### config.mk
export PLATFORM = sky130hd
export DESIGN_NAME = nec_tick_ctrl
export DESIGN_NICKNAME = d
export VERILOG_FILES = /design/src/rtl/nec_tick_ctrl.sv
export SDC_FILE = /design/constraint.sdc
export NUM_CORES = 1
export LEC_CHECK = 0
export ABC_AREA = 0
export CAP_MARGIN = 20
export CORE_UTILIZATION = 56
export DETAILED_ROUTE_END_ITERATION = 10
export PLACE_DENSITY = 0.79
export SKIP_LAST_GASP = 1
export SYNTH_ARGS = -nofsm -noshare
export SYNTH_HDL_FRONTEND = slang
export SYNTH_SLANG_ARGS = --single-unit
export TNS_END_PERCENT = 1
### constraint.sdc
create_clock -name clk -period 2.9 [get_ports clk]
set_input_delay 0.58 -clock clk [delete_from_list [all_inputs] [get_ports clk]]
set_output_delay 0.58 -clock clk [all_outputs]
set_load 0.02 [all_outputs]
### src/rtl/nec_tick_ctrl.sv
// Programmable tick scheduler for the NEC IR receive path: base tick prescaler,
// divide-by-8 strobe and a frame-gap timeout counted in tick_div8 units.
module nec_tick_ctrl #(
  parameter int PRESCALE_W = 16,
  parameter int TMO_W      = 8
) (
  input  logic                  clk,
  input  logic                  rst_n,
  input  logic                  cfg_en,
  input  logic [PRESCALE_W-1:0] cfg_prescale,
  input  logic                  cfg_load,
  output logic                  cfg_busy,
  output logic                  tick,
  output logic                  tick_div8,
  input  logic                  tmo_start,
  input  logic [TMO_W-1:0]      tmo_limit,
  output logic                  tmo_active,
  output logic                  tmo_expired
);

  typedef enum logic [1:0] {
    S_IDLE,
    S_RUN,
    S_RELOAD
  } state_t;

  state_t                r_state;
  logic [PRESCALE_W-1:0] r_pcnt;
  logic [PRESCALE_W-1:0] r_active;
  logic [PRESCALE_W-1:0] r_shadow;
  logic                  r_busy;
  logic                  r_tick;
  logic [2:0]            r_div;
  logic                  r_tick_div8;
  logic [TMO_W-1:0]      r_tcnt;
  logic                  r_tmo_active;
  logic                  r_tmo_expired;

  state_t                w_state_nxt;
  logic [PRESCALE_W-1:0] w_pcnt_nxt;
  logic [PRESCALE_W-1:0] w_active_nxt;
  logic [PRESCALE_W-1:0] w_shadow_nxt;
  logic                  w_busy_nxt;
  logic                  w_tick_nxt;
  logic [2:0]            w_div_nxt;
  logic                  w_tick_div8_nxt;
  logic [TMO_W-1:0]      w_tcnt_nxt;
  logic                  w_tmo_active_nxt;
  logic                  w_tmo_expired_nxt;
  logic                  w_wrap;

  assign w_wrap = (r_pcnt == r_active);

  always_comb begin
    w_state_nxt       = r_state;
    w_pcnt_nxt        = r_pcnt;
    w_active_nxt      = r_active;
    w_shadow_nxt      = r_shadow;
    w_busy_nxt        = r_busy;
    w_tick_nxt        = 1'b0;
    w_div_nxt         = r_div;
    w_tick_div8_nxt   = 1'b0;
    w_tcnt_nxt        = r_tcnt;
    w_tmo_active_nxt  = r_tmo_active;
    w_tmo_expired_nxt = 1'b0;

    case (r_state)
      S_IDLE: begin
        w_pcnt_nxt       = '0;
        w_shadow_nxt     = '0;
        w_busy_nxt       = 1'b0;
        w_div_nxt        = '0;
        w_tcnt_nxt       = '0;
        w_tmo_active_nxt = 1'b0;
        if (cfg_load) w_active_nxt = cfg_prescale;
        if (cfg_en)   w_state_nxt  = S_RUN;
      end
      default: begin
        if (!cfg_en) begin
          w_state_nxt      = S_IDLE;
          w_pcnt_nxt       = '0;
          w_shadow_nxt     = '0;
          w_busy_nxt       = 1'b0;
          w_div_nxt        = '0;
          w_tcnt_nxt       = '0;
          w_tmo_active_nxt = 1'b0;
        end else begin
          if (w_wrap) begin
            w_pcnt_nxt = '0;
            w_tick_nxt = 1'b1;
          end else begin
            w_pcnt_nxt = r_pcnt + 1'b1;
          end

          // A load landing on the RUN wrap cycle is deferred to the following wrap.
          if (r_state == S_RUN && cfg_load) begin
            w_shadow_nxt = cfg_prescale;
            w_busy_nxt   = 1'b1;
            w_state_nxt  = S_RELOAD;
          end else if (r_state == S_RELOAD && w_wrap) begin
            w_active_nxt = r_shadow;
            w_busy_nxt   = 1'b0;
            w_state_nxt  = S_RUN;
          end

          if (r_tick) begin
            w_div_nxt = r_div + 3'd1;
            if (r_div == 3'd7) w_tick_div8_nxt = 1'b1;
          end

          // Restart takes priority over a coincident expiry.
          if (tmo_start) begin
            w_tcnt_nxt       = tmo_limit;
            w_tmo_active_nxt = 1'b1;
          end else if (r_tmo_active && r_tick_div8) begin
            if (r_tcnt == '0) begin
              w_tmo_expired_nxt = 1'b1;
              w_tmo_active_nxt  = 1'b0;
            end else begin
              w_tcnt_nxt = r_tcnt - 1'b1;
            end
          end
        end
      end
    endcase
  end

  always_ff @(posedge clk or negedge rst_n) begin
    if (!rst_n) begin
      r_state       <= S_IDLE;
      r_pcnt        <= '0;
      r_active      <= '0;
      r_shadow      <= '0;
      r_busy        <= 1'b0;
      r_tick        <= 1'b0;
      r_div         <= '0;
      r_tick_div8   <= 1'b0;
      r_tcnt        <= '0;
      r_tmo_active  <= 1'b0;
      r_tmo_expired <= 1'b0;
    end else begin
      r_state       <= w_state_nxt;
      r_pcnt        <= w_pcnt_nxt;
      r_active      <= w_active_nxt;
      r_shadow      <= w_shadow_nxt;
      r_busy        <= w_busy_nxt;
      r_tick        <= w_tick_nxt;
      r_div         <= w_div_nxt;
      r_tick_div8   <= w_tick_div8_nxt;
      r_tcnt        <= w_tcnt_nxt;
      r_tmo_active  <= w_tmo_active_nxt;
      r_tmo_expired <= w_tmo_expired_nxt;
    end
  end

  assign cfg_busy    = r_busy;
  assign tick        = r_tick;
  assign tick_div8   = r_tick_div8;
  assign tmo_active  = r_tmo_active;
  assign tmo_expired = r_tmo_expired;

endmodule

==> results.toml <==
[setup_path]
critPathMaxFanout = 16
crit_start = "r_pcnt[7]$_DFF_PN0_"
worstPathArrival_ps = 2490
start_kind = "flip-flop"
setup.worst_path.end_class = "flip-flop"
worstSetupPathType = "reg2reg"
r2r-start = "r_pcnt[7]$_DFF_PN0_"
critical_path_required_ps = 3120

[timing]
fmax_ghz = 0.441
period_share_pct = 78.1
fin_setup_tns_ps = 0
hold_viol_final = 0
period_minus_slack_ps = 2270
max-slew-margin-rel_pct = 53.4
setup_ws_ps = 635
worst-slew-pin-transition_ps = 699
finalSetupViolCount = 0
rsz0062_at_grt = "false"
fin_skew_ps = 10.1
slew_violations = 0

[route]
ant_nets = 0
drt_iter0_drc = 84
remaining_drc_errors = 0
vias = 2172
firstDrtPassIters = 4
wl_per_cell_um = 15.9
met2_length_um = 2930
routed-wl-met3_um = 163
wl_um = 6220
vias_per_cell = 5.55
top_layer = "met4"
met1_length_um = 3010

[cts]
cts_tree = "built"
cts_buffer_depth = 2
htreeDepth = 3
post_cts_buffers = 0
post_cts_resized = 0
clk_pin_slew_ps = 80
cts_root_buf = "clkbuf_8"
cts_hold_buffers = 0
cts_inserted_buffers = 9
clk_latency_ps = 340
clock-sinks = 66

[synthesis]
synth_top_area_cell = "dfrtp_1"
ys_seq_area_share_pct = 50.8
syn_nets = 308
synth-seq-cells = 66
syn_area_per_cell_um2 = 11.9
syn_inst = 274
yosys_warnings = 0
synthTopCellsByArea = "dfrtp_1 (51%), mux2_2 (7.6%), xor2_1 (7.0%)"
ys_types = 40
synth_top_cell_area_share_pct = 50.8
synth_area_um2 = 3250

[cells_and_area]
instances_no_fill = 391
nets = 348
final_util_pct = 70.8
multi_input_area_um2 = 1520
register_area_um2 = 1650
drive_gt1_share_pct = 20.1
antennaDiodeCount = 0
nFillCells = 404
areaGrowthSynthToFinish_pct = 20.5

[placed_design]
post-place-ws_ps = 422
portBuffers = 33
dp_cells = 375
place.gp.congestion = 0.763
hpwl_um = 4380

[global_route]
grt_pass1_wl_um = 10800
antenna_found_initial = 0
overflow = 0
track_usage_pct = 23.0
grt_max_degree = 37
grt_pass1_vias = 2284

[run]
maxCapViolCount = 0

[power_and_ir_drop]
finalPower_mw = 2.42
power_density_nw_per_um2 = 617
power.switching_mw = 0.587
combinationalPowerShare_pct = 15.9
clock_power_share_pct = 39.7
leakage_nw = 1.81
worst_ir_drop_vdd_mv = 0.417
switching_share_pct = 24.3
seq_power_share_pct = 44.4
internal-power_mw = 1.83

[floorplanning]
core-area_um2 = 5540
fp.dieW_um = 78.2
io_pins = 34
start_util_pct = 58.7
die_h_um = 78.2
die_area_um2 = 6120
rows = 27

[status]
status = "finished clean"

[hold_path]
hp-class = "in2async"
## layout make-up
class | count | area share, %
Clock inverter | 4 | 2.49
Clock buffer | 12 | 3.96
Inverter | 7 | 0.670
Tap cell | 72 | 2.30
Sequential cell | 66 | 42.1
Timing Repair Buffer | 38 | 9.58
Multi-Input combinational cell | 192 | 38.9
## power by group through the flow
stage               Sequential, mW  Clock [mW]  Combinational [mW]
finish                        1.07       0.961               0.386
global route                  1.09        1.02               0.427
CTS                           1.08       0.980               0.389
detailed placement            1.09           0               0.388
global placement              1.09           0               0.375
floorplan                     1.06           0               0.283
## final timing paths
check | end | slack [ps] | cells past startpoint
setup / recovery | r_active[1]$_DFFE_PN0P_ | 630 | 6
hold / removal | r_shadow[2]$_DFFE_PN0P_ | 280 | 1
setup reg to reg | r_active[1]$_DFFE_PN0P_ | 630 | 6
hold reg to reg | r_shadow[13]$_DFFE_PN0P_ | 500 | 1
max in group asynchronous | r_pcnt[13]$_DFF_PN0_ | 1980 | 2
min in group clk | r_shadow[13]$_DFFE_PN0P_ | 500 | 1
## routing by layer
metal  track usage [%]  vias up
li1                  -     1051
met1              31.4     1079
met2              35.4       29
met3              4.65       13
met4              10.7        0
met5                 0        -
## worst max-delay path, cell delays in order, from the launching register on
cell and delay, ps:
dfrtp_1 430, xor2_1 190, nor4_2 320, nand4_2 290, o31ai_4 240, buf_4 310
mux2_2 370
## flip-flops by register name, summed over array words and instances, names as in the netlist
register / flops
r_pcnt: 16
tmo_active: 1
cfg_busy: 1
r_active: 16
tick: 1
r_state: 2
r_div: 3
r_tcnt: 8
tmo_expired: 1
tick_div8: 1
r_shadow: 16
## stage by stage
| stage | hold WS [ps] | instance area (um2) |
|---|---|---|
| 3_5_place_dp | 483 | 3670 |
| 2_1_floorplan | 284 | 3250 |
| 6_report | 283 | 3920 |
| 4_1_cts | 296 | 3920 |
| 5_1_grt | 321 | 3920 |
| 3_3_place_gp | 478 | 3670 |
## placed cells by master, fill, tap and decap left out, drive strengths merged
cell type / count
nand3: 6
nor2b: 3
or4: 1
a22o: 16
mux2: 32
and4: 2
o311ai: 1
ha: 5
a31oi: 2
buf: 6
mux2i: 3
nor4: 5
xnor2: 10
nand2b: 1
a21oi: 9
a21boi: 2
bufinv: 3
o21a: 1
and4bb: 1
and3: 5
nor3b: 1
nor3: 3
clkbuf: 12
a31o: 1
clkinvlp: 1
inv: 7
xor2: 26
clkdlybuf4s50: 32
or3: 1
o31ai: 2
dfrtp: 66
nor2: 26
nand2: 9
o21ai: 14
nand4: 4
## cell families (layout without fill, tap and decap cells)
group                      count (synthesis)  count (layout)  synth area share [%]
adders and majority gates                  5               5                  1.92
buffers and inverters                     16              61                  2.38
xor gates and xnor gates                  36              36                  9.69
and+or+nand+nor                           68              68                  11.5
muxes                                     35              35                  13.2
AOI/OAI and AO/OA                         48              48                  10.6
DFF                                       66              66                  50.8
## synthesized netlist by cell type (all sizes together)
| cell | n |
|---|---|
| buf | 2 |
| nand2 | 9 |
| xnor2 | 10 |
| a31oi | 2 |
| ha | 5 |
| xor2 | 26 |
| mux2i | 3 |
| nor3b | 1 |
| o21a | 1 |
| nand3 | 6 |
| dfrtp | 66 |
| and4 | 2 |
| o31ai | 2 |
| a22o | 16 |
| a31o | 1 |
| or4 | 1 |
| nor4 | 5 |
| nor2b | 3 |
| or3 | 1 |
| o311ai | 1 |
| nor3 | 3 |
| o21ai | 14 |
| nand4 | 4 |
| inv | 7 |
| and4bb | 1 |
| nand2b | 1 |
| a21oi | 9 |
| and3 | 5 |
| mux2 | 32 |
| nor2 | 26 |
| clkbuf | 7 |
| a21boi | 2 |
Note: power is estimated with default switching activity, not from simulation.
